==> src/rtl/uart_transmitter.sv <==
// uart_transmitter: pulls bytes from a first-word-fall-through transmit FIFO
// and serializes them onto tx as start / data (LSB first) / optional parity /
// 1 or 2 stop bits. Back-to-back frames are sent with no idle gap while the
// FIFO stays non-empty.
module uart_transmitter #(
    parameter int CLK_FREQ  = 50_000_000,
    parameter int BAUDRATE  = 115200,
    parameter int BITLEN    = 8,
    parameter int PARITY    = 0,
    parameter int STOP_BITS = 1
) (
    input  logic              clk,
    input  logic              rstb,
    input  logic [BITLEN-1:0] data_in,
    input  logic              in_empty,
    output logic              in_read,
    output logic              tx,
    output logic              busy,
    output logic              tx_done
);
    timeunit 1ns;
    timeprecision 1ps;

    localparam int CPB = CLK_FREQ / BAUDRATE;
    localparam int CW  = (CPB > 1) ? $clog2(CPB) : 1;
    localparam int BW  = (BITLEN > 1) ? $clog2(BITLEN) : 1;

    localparam logic [CW-1:0] CNT_LAST  = CW'(CPB - 1);
    localparam logic [CW-1:0] CNT_PRE   = CW'(CPB - 2);
    localparam logic [BW-1:0] BIT_LAST  = BW'(BITLEN - 1);
    localparam logic          STOP_LAST = (STOP_BITS == 2) ? 1'b1 : 1'b0;
    localparam logic          HAS_PAR   = (PARITY != 0) ? 1'b1 : 1'b0;
    localparam logic          ODD_PAR   = (PARITY == 1) ? 1'b1 : 1'b0;

    // Configurations the frame logic cannot represent are rejected up front.
    if (PARITY < 0 || PARITY > 2) begin : g_bad_parity
        $error("uart_transmitter: PARITY must be 0 (none), 1 (odd) or 2 (even)");
    end
    if (STOP_BITS < 1 || STOP_BITS > 2) begin : g_bad_stop
        $error("uart_transmitter: STOP_BITS must be 1 or 2");
    end
    if (CPB < 2) begin : g_bad_cpb
        $error("uart_transmitter: CLK_FREQ/BAUDRATE must be at least 2");
    end

    typedef enum logic [2:0] {
        S_IDLE   = 3'd0,
        S_START  = 3'd1,
        S_DATA   = 3'd2,
        S_PARITY = 3'd3,
        S_STOP   = 3'd4
    } state_e;

    state_e            state_q;
    logic [CW-1:0]     cnt_q;       // clk cycles within the current bit
    logic [BW-1:0]     bit_q;       // data bit index
    logic              stop_q;      // stop bit index
    logic [BITLEN-1:0] shift_q;
    logic              par_q;
    logic              tx_q;
    logic              busy_q;
    logic              done_q;
    // High exactly in the cycles where a new word may be taken: IDLE and
    // the final stop cycle. Registered so the pop strobe is a single gate
    // away from flops.
    logic              load_pt_q;

    logic              load_s;
    logic              cnt_end_s;
    logic [BITLEN-1:0] shift_nxt_s;

    assign load_s      = load_pt_q & ~in_empty;
    assign cnt_end_s   = (cnt_q == CNT_LAST);
    assign shift_nxt_s = {1'b0, shift_q[BITLEN-1:1]};

    // The pop strobe is masked during reset so an aborted cycle never
    // consumes a FIFO word.
    assign in_read = load_s & rstb;
    assign tx      = tx_q;
    assign busy    = busy_q;
    assign tx_done = done_q;

    // Frame sequencer: bit timing, serialization and all registered outputs.
    always_ff @(posedge clk) begin
        if (!rstb) begin
            state_q   <= S_IDLE;
            cnt_q     <= {CW{1'b0}};
            bit_q     <= {BW{1'b0}};
            stop_q    <= 1'b0;
            shift_q   <= {BITLEN{1'b0}};
            par_q     <= 1'b0;
            tx_q      <= 1'b1;
            busy_q    <= 1'b0;
            done_q    <= 1'b0;
            load_pt_q <= 1'b1;
        end else begin
            done_q <= 1'b0;
            if (load_s) begin
                // Take the FIFO head word; the start bit begins next cycle.
                state_q   <= S_START;
                shift_q   <= data_in;
                par_q     <= (^data_in) ^ ODD_PAR;
                cnt_q     <= {CW{1'b0}};
                tx_q      <= 1'b0;
                busy_q    <= 1'b1;
                load_pt_q <= 1'b0;
            end else begin
                case (state_q)
                    S_IDLE: begin
                        tx_q      <= 1'b1;
                        busy_q    <= 1'b0;
                        load_pt_q <= 1'b1;
                    end
                    S_START: begin
                        if (cnt_end_s) begin
                            cnt_q   <= {CW{1'b0}};
                            bit_q   <= {BW{1'b0}};
                            tx_q    <= shift_q[0];
                            state_q <= S_DATA;
                        end else begin
                            cnt_q <= cnt_q + CW'(1'b1);
                        end
                    end
                    S_DATA: begin
                        if (cnt_end_s) begin
                            cnt_q   <= {CW{1'b0}};
                            shift_q <= shift_nxt_s;
                            if (bit_q == BIT_LAST) begin
                                if (HAS_PAR) begin
                                    state_q <= S_PARITY;
                                    tx_q    <= par_q;
                                end else begin
                                    state_q <= S_STOP;
                                    tx_q    <= 1'b1;
                                    stop_q  <= 1'b0;
                                end
                            end else begin
                                bit_q <= bit_q + BW'(1'b1);
                                tx_q  <= shift_nxt_s[0];
                            end
                        end else begin
                            cnt_q <= cnt_q + CW'(1'b1);
                        end
                    end
                    S_PARITY: begin
                        if (cnt_end_s) begin
                            cnt_q   <= {CW{1'b0}};
                            state_q <= S_STOP;
                            tx_q    <= 1'b1;
                            stop_q  <= 1'b0;
                        end else begin
                            cnt_q <= cnt_q + CW'(1'b1);
                        end
                    end
                    S_STOP: begin
                        if (cnt_end_s) begin
                            cnt_q <= {CW{1'b0}};
                            if (stop_q == STOP_LAST) begin
                                // FIFO was empty on the final cycle.
                                state_q   <= S_IDLE;
                                tx_q      <= 1'b1;
                                busy_q    <= 1'b0;
                                load_pt_q <= 1'b1;
                            end else begin
                                stop_q <= stop_q + 1'b1;
                            end
                        end else begin
                            cnt_q <= cnt_q + CW'(1'b1);
                            // Entering the final stop cycle: flag it.
                            if (stop_q == STOP_LAST && cnt_q == CNT_PRE) begin
                                done_q    <= 1'b1;
                                load_pt_q <= 1'b1;
                            end else begin
                                done_q    <= 1'b0;
                            end
                        end
                    end
                    default: begin
                        state_q   <= S_IDLE;
                        cnt_q     <= {CW{1'b0}};
                        tx_q      <= 1'b1;
                        busy_q    <= 1'b0;
                        load_pt_q <= 1'b1;
                    end
                endcase
            end
        end
    end

endmodule

==> config.mk <==
export PLATFORM = sky130hd
export DESIGN_NAME = uart_transmitter
export DESIGN_NICKNAME = d
export VERILOG_FILES = /design/src/rtl/uart_transmitter.sv
export SDC_FILE = /design/constraint.sdc
export NUM_CORES = 1
export LEC_CHECK = 0
export ABC_AREA = 1
export BUFFER_PORTS_ARGS = -buffer_cell sky130_fd_sc_hd__buf_4
export CAP_MARGIN = 10
export CORE_MARGIN = 5
export CORE_UTILIZATION = 50
export CTS_CLUSTER_DIAMETER = 100
export DETAILED_ROUTE_END_ITERATION = 6
export PLACE_DENSITY = 0.74
export SETUP_SLACK_MARGIN = 0.4
export SYNTH_ARGS = -nofsm -noshare
export SYNTH_HDL_FRONTEND = slang
export SYNTH_SLANG_ARGS = --single-unit
==> constraint.sdc <==
create_clock -name clk -period 2 [get_ports clk]
set_clock_uncertainty 0.2 [all_clocks]
set_input_delay 0.4 -clock clk [delete_from_list [all_inputs] [get_ports clk]]
set_output_delay 0.4 -clock clk [all_outputs]
set_load 0.01 [all_outputs]
==> key figures, run 1 <==
Clocking
  – TritonCTS Buffers: 3
  – CTS sink count: 27
  – CTS H-Tree Depth: 1
  – Worst skew pair latency: 330 ps
  – Clock buffer depth: 2
  – Clock root buffer: clkbuf_4
  – Clock-pin slew on the worst setup and hold paths: 130 ps
  – CTS tree: built

Timing
  – Unrepaired setup endpoints after global routing: true
  – Worst-margin pin slew: 321 ps
  – Worst slew margin: 78.4%
  – Final setup fails: 0
  – Hold Vio Cnt, Final: 0
  – Final period utilization: 82.8%
  – Fin worst setup slack: 344 ps
  – Setup TNS: 0 ps
  – Fmax: 0.604 GHz
  – Period minus WS final: 1660 ps
  – Slew Viols, Final: 0

Route
  – DRC: 0
  – Via count: 1,470
  – Wirelength, routed: 3670 um
  – Pre-Repair DR Iteration Count: 4
  – WL/cell: 13.4 um
  – Via density: 5.36
  – Starting DRT DRC Count: 59
  – Routed Antenna Nets: 0

Die
  – Row cnt: 19
  – Area of the core: 2810 um^2
  – DIE HEIGHT: 64.8 um
  – Die Area: 4190 um^2
  – # IOs: 15
  – Die Width: 64.8 um
  – Initial Utilization: 53.4%

Finish
  – Layout cells sized above 1: 39.9%
  – Area Growth Syn to Fin: 30.9%
  – Ant. Diodes: 0
  – Final net count: 260

Power
  – P per Cell Area: 606 nW/um^2
  – Lkg Pwr: 0.000834 uW
  – Peak VDD IR: 467 uV

Worst setup path
  – Req. time, crit path: 1400 ps
  – Worst setup EP type: primary output
  – Critical path type: flop to primary output
  – Worst R2R Setup Slack: 390 ps
  – CP max stage delay: 350 ps
  – CP Data Arrival Time: 1060 ps
  – Max Fanout on Critical Path: 2
  – Critical Path, Cell by Cell: inv_2 -> nor2_4 -> inv_2 -> nor2_4 -> buf_6
  – Slowest cell on crit path: dfxtp_2
  – Startpoint types: flop

Job
  – Max-Cap Viols: 0

Global route
  – M2 GR Usage: 28.4%
  – Met3 Track Usage GR: 4.15%
  – First-pass GRT wire length: 5710 um
  – Initial antenna violation count: 0
  – Met1 Usage GRT: 22.2%
  – Most Crowded Layer GR: met2
  – Grt total ovfl: 0
  – Largest net degree at the start of global routing: 15
  – Total GRT Usage: 17.0%
  – Vias in the first global route: 1,311

Logic synthesis
  – Synth area leaders: dfxtp_1, nand2_1, nor2_1
  – Mapped Area: 1500 um^2
  – Leading area contributor after synthesis: dfxtp_1
  – Unique cell type count in the Yosys netlist: 28
  – Post-synth EDFFs: 0
  – Ys flop type: dfxtp_1
  – Asr flop ratio synth: 0%
  – Top-area cell type share of the netlist area: 36.1%
  – Most common cell in the netlist: nand2_1
  – Synth warn: 0
  – Post-Synthesis Net Count: 231
  – Cells after Synth: 215
  – Syn Area/Cell: 6.97 um^2
  – Post-synthesis sequential area ratio: 36.1%
  – Commonest cells in the netlist: nand2_1, nor2_1, dfxtp_1, inv_1, nand3_1
  – Synthesized flop and latch total: 27

Outcome
  – Status: completed

Placement
  – Pre-CTS setup slack: 335 ps
  – Post-DP HPWL: 2230 um
  – Placer congestion estimate: 0.904
  – Port bufs: 14

Hold path
  – HP Class: input port to flop
==> metal layers <==
metal,share of wire (%),up-vias
met5,0,-
met4,0.57,0
met3,4.8,2
met2,48,43
met1,46,678
li1,-,747
==> placed cells by master, fill, tap and decap left out, types with 2 or more instances in the layout <==
cell type   n
nor3_2      6
nand4_1     4
nor3_1      2
nor2_2      9
clkbuf_4    3
nor2_4      7
inv_2      10
nand3_1    13
dfxtp_2     4
o21ai_2     4
ha_4        3
nor2_1     24
inv_4       2
dfxtp_4     3
a21oi_1     9
nand3_2     3
nand2_1    45
nand2_4    11
o21ai_1     8
buf_6       2
ha_1        2
inv_1      13
dfxtp_1    20
nor4_1      2
buf_4      23
nand2_2     3
==> worst paths after layout <==
path	to	startpoint	cells after the start
max	in_read	load_pt_q$_SDFFE_PN1P_	5
max reg2reg	load_pt_q$_SDFFE_PN1P_	cnt_q[1]$_SDFFE_PP0P_	9
min reg2reg	busy$_SDFFE_PN0P_	busy$_SDFFE_PN0P_	2
min	shift_q[7]$_SDFFE_PN0P_	data_in[7]	3
==> worst max-delay path, delay by kind of cell (launching register included) <==
family                 cells  cell delay, ps
buffers and inverters      3             210
AND/OR/NAND/NOR            2             180
flip-flops                 1             350
==> repair_timing <==
action,CTS,global route
setup endpoints to repair,21,28
endpoints found under the hold margin,0,0
pin swaps,4,20
cloned,2,0
hold buffers,0,0
buffers inserted,5,3
resized for setup,14,43
==> cell families (layout without fill, tap and decap cells) <==
kind of cell	Yosys count	after routing	share of synthesized area (%)
AO/OA/AOI/OAI	24	25	9.60
buffers and inverters	28	54	7.26
flip-flops	27	27	36.1
AND/OR/NAND/NOR	130	131	42.3
XOR/XNOR	1	1	0.584
adder cells (fa/ha/maj)	5	5	4.17
==> metrics by stage <==
| step | total power [uW] | utilization, % | hold WS (ps) | instance area, um^2 | instances |
|---|---|---|---|---|---|
| after detailed placement | 870 | 59.0 | 257 | 1660 | 260 |
| after CTS | 1130 | 63.0 | 61.4 | 1770 | 271 |
| after floorplan | 798 | - | 244 | 1500 | 215 |
| after global routing | 1270 | 69.9 | 51.1 | 1960 | 274 |
| after global placement | 867 | 59.0 | 257 | 1660 | 260 |
| final | 1190 | 69.9 | 65.2 | 1960 | 274 |
==> where the power goes <==
part           switching [uW]  internal, uW  leakage, uW
sequential               35.6           573     0.000224
combinational             202           139     0.000595
clock                     160          78.2    0.0000150
total                     398           790     0.000834
==> registers in the layout (all words and copies together) (netlist names) <==
register / count
load_pt_q: 1
tx_done: 1
bit_q: 3
busy: 1
state_q: 3
cnt_q: 9
tx: 1
shift_q: 8
==> final cells by class <==
class	count	area, um^2
Multi-Input combinational cell	162	1050
Fill cell	229	843
Sequential cell	27	557
Timing Repair Buffer	25	195
Inverter	25	98.8
Tap cell	31	38.8
Clock buffer	4	26.3
Note: power is estimated with default switching activity, not from simulation.
==> run 2: changes to the inputs <==
ABC_AREA = 0   (was 1)
PLACE_DENSITY = 0.75   (was 0.74)
clock period = 1.66 ns   (was 2 ns; I/O delays follow)
==> run 2 against run 1 <==
The flow now finishes with violations (negative setup slack). Sequential power grew 15%. Total power grew 7.9%. Hold slack is essentially flat. Design area rose by 12%. Largest cell class unchanged. Core utilization rose by 11 points. Register-to-register slack lost 610 ps. Global-route usage increased by 1.8 points.
==> key figures, run 2 <==
Finish
  – Register area: 557 um^2 (unchanged)
  – Cell area after layout: 2200 um^2 (+12%)
  – Layout cells sized above 1: 53.7% (+14 points)
  – Post-Layout Cell Count: 247 (-9.9%)
  – Multi-input logic area: 1070 um^2 (+2.5%)
  – Largest Register: cnt_q
  – Most common cell after layout, fill and taps aside: buf_4
  – Commonest cells after routing, fill and taps aside: buf_4, nand2_1, nor2_1
  – Final net count: 233 (-10%)
  – Largest regs: cnt_q x9, shift_q x8
  – Area Growth Syn to Fin: 59.3%
  – Largest register FFs: 9 (unchanged)
  – Ant. Diodes: 0 (unchanged)
  – FILL cells: 151 (-34%)

Worst setup path
  – Req. time, crit path: 1690 ps (+290 ps)
  – Max Fanout on Critical Path: 4 (+2)
  – Worst setup EP type: flop
  – Startpoint types: flop
  – Critical path type: flop to flop
  – Worst R2R Setup Slack: -220 ps (-610 ps)
  – Crit path launch: cnt_q[1]$_SDFFE_PP0P_
  – Critical R2R Launch: cnt_q[1]$_SDFFE_PP0P_
  – CP Data Arrival Time: 1910 ps (+850 ps)

Timing
  – Worst-margin pin slew: 547 ps (+226 ps)
  – Hold WS: 64.7 ps (-0.451 ps)
  – Worst slew margin: 63.3% (-15 points)
  – Final setup fails: 24 (+24)
  – Fin worst setup slack: -220 ps (-564 ps)
  – Setup TNS: -3240 ps (-3240 ps)
  – Hold Vio Cnt, Final: 0 (unchanged)
  – Fmax: 0.532 GHz
  – Period minus WS final: 1880 ps
  – Slew Viols, Final: 0 (unchanged)
  – Final period utilization: 113%
  – Unrepaired setup endpoints after global routing: true

Placement
  – Placed cell count: 227 (-13%)
  – Placer congestion estimate: 0.896 (-0.93%)
  – Port bufs: 14 (unchanged)
  – Post-DP HPWL: 2400 um (+8.1%)
  – Pre-CTS setup slack: -178 ps (-513 ps)
  – Post-place instance area: 1760 um^2 (+6.1%)

Outcome
  – Failing checks: negative setup slack
  – Status: finished, violations left

Global route
  – Met1 Usage GRT: 24.4% (+2.2 points)
  – First-pass GRT wire length: 6250 um (+9.4%)
  – Initial antenna violation count: 0 (unchanged)
  – M2 GR Usage: 31.9% (+3.5 points)
  – Met3 Track Usage GR: 2.88% (-1.3 points)
  – Vias in the first global route: 1,408 (+7.4%)
  – Grt total ovfl: 0 (unchanged)
  – Most Crowded Layer GR: met2
  – Total GRT Usage: 18.8% (+1.8 points)
  – Largest net degree at the start of global routing: 15 (unchanged)

Route
  – Wirelength, routed: 4390 um (+19%)
  – Pre-Repair DR Iteration Count: 6 (+2)
  – Starting DRT DRC Count: 139 (+140%)
  – Via count: 1,435 (-2.4%)
  – DRC: 0 (unchanged)
  – WL/cell: 17.8 um (+33%)
  – Routed Antenna Nets: 0 (unchanged)
  – Via density: 5.81 (+8.3%)

Clocking
  – Post-CTS Hold Buffers: 0 (unchanged)
  – CTS sink count: 27 (unchanged)
  – Clock buffer depth: 2 (unchanged)
  – CTS H-Tree Depth: 1 (unchanged)
  – Clock-pin slew on the worst setup and hold paths: 140 ps (about the same)
  – CTS tree: built
  – Clock root buffer: clkbuf_4
  – Worst skew pair latency: 320 ps (about the same)
  – TritonCTS Buffers: 3 (unchanged)

Logic synthesis
  – Mapped Area: 1380 um^2 (-8.0%)
  – Synth warn: 0 (unchanged)
  – Post-synth EDFFs: 0 (unchanged)
  – Cells after Synth: 164 (-24%)
  – Unique cell type count in the Yosys netlist: 41 (+46%)
  – Commonest cells in the netlist: dfxtp_1, nand2_1, nor2_1, a311oi_1, nand3_1
  – Post-Synthesis Net Count: 180 (-22%)
  – Top-area cell type share of the netlist area: 39.2% (+3.1 points)
  – Leading area contributor after synthesis: dfxtp_1
  – Post-synthesis sequential area ratio: 39.2% (+3.1 points)
  – Ys flop type: dfxtp_1
  – Synth area leaders: dfxtp_1, nand2_1, nor2_1
  – Synthesized flop and latch total: 27 (unchanged)
  – Syn Area/Cell: 8.41 um^2 (+21%)
  – Asr flop ratio synth: 0% (unchanged)

Power
  – Lkg Pwr: 0.000854 uW (+2.4%)
  – Peak VDD IR: 545 uV (+17%)
  – P per Cell Area: 584 nW/um^2 (-3.7%)

Die
  – Die Area: 3910 um^2 (-6.8%)
  – Die Width: 62.5 um (-3.5%)
  – # IOs: 15 (unchanged)
  – Row cnt: 19 (unchanged)
  – Initial Utilization: 50.9% (-2.6 points)
  – Area of the core: 2710 um^2 (-3.4%)
  – DIE HEIGHT: 62.5 um (-3.5%)

Hold path
  – Hold path start: rstb
  – HP Class: input port to flop

Job
  – Max-Cap Viols: 0 (unchanged)
[run 2: changes by cell type in the layout (fill, tap and decap cells not counted), moves of 9 or more]
cell,before,now
buf_6,2,17
nand2_4,11,1
inv_2,10,1
nand3_1,13,4
nand2_1,45,25
inv_1,13,4
buf_4,23,39
[run 2: per-layer routing]
layer  share of wire [%]  wire length (um)  up-vias
li1                    -                 -      679
met1                  43              1900      698
met2                  50              2190       44
met3                 4.0               176       14
met4                 2.6               114        0
met5                   0                 0        -
[run 2: through the flow]
step,util [%],total power (uW)
finish,81.1,1280
global route,81.1,1350
CTS,73.8,1220
detailed placement,64.8,908
global placement,64.8,900
floorplan,-,830
[run 2: cell families (layout without fill, tap and decap cells)]
logic type	after synthesis	after routing	synth area share (%)
compound gates	28	29	14.3
xor+xnor	8	8	5.08
fa+ha+maj	5	5	4.54
buf+inv	14	65	5.26
flops	27	27	39.2
mux	3	3	2.18
simple gates	79	79	29.4
[run 2: worst max-delay path: stages, from the launching register on]
cell,delay [ps]
dfxtp_2,360
inv_2,70
ha_4,130
and4bb_4,290
nand2_4,80
or4_4,520
mux2i_1,140
[run 2: path summary, 6_finish.rpt]
| kind | endpoint | depth (start not counted) |
|---|---|---|
| worst max-delay path | bit_q[0]$_SDFFE_PN0P_ | 6 |
| worst min-delay path | tx$_SDFFE_PN1P_ | 2 |
| worst max register to register | bit_q[0]$_SDFFE_PN0P_ | 6 |
| worst min register to register | bit_q[1]$_SDFFE_PN0P_ | 2 |
[run 2: what timing repair did]
action	in CTS	in global routing
endpoints found under the setup margin	31	31
buffers inserted	6	8
cloned	1	1
gates resized for setup	38	24
pin swaps	15	13
[run 2: power by group]
part / leakage, uW / internal (uW) / switching [uW]
clock: 0.0000150 / 94.1 / 192
sequential: 0.000224 / 676 / 24.2
combinational: 0.000615 / 150 / 146
[run 2: area by class of cell]
cell class / instances / area share [%]
clock buffers: 4 / 1.20
inverters: 5 / 0.854
multi-input cells: 124 / 48.8
flip-flops and latches: 27 / 25.3
well taps: 31 / 1.77
repair buffers: 56 / 22.0
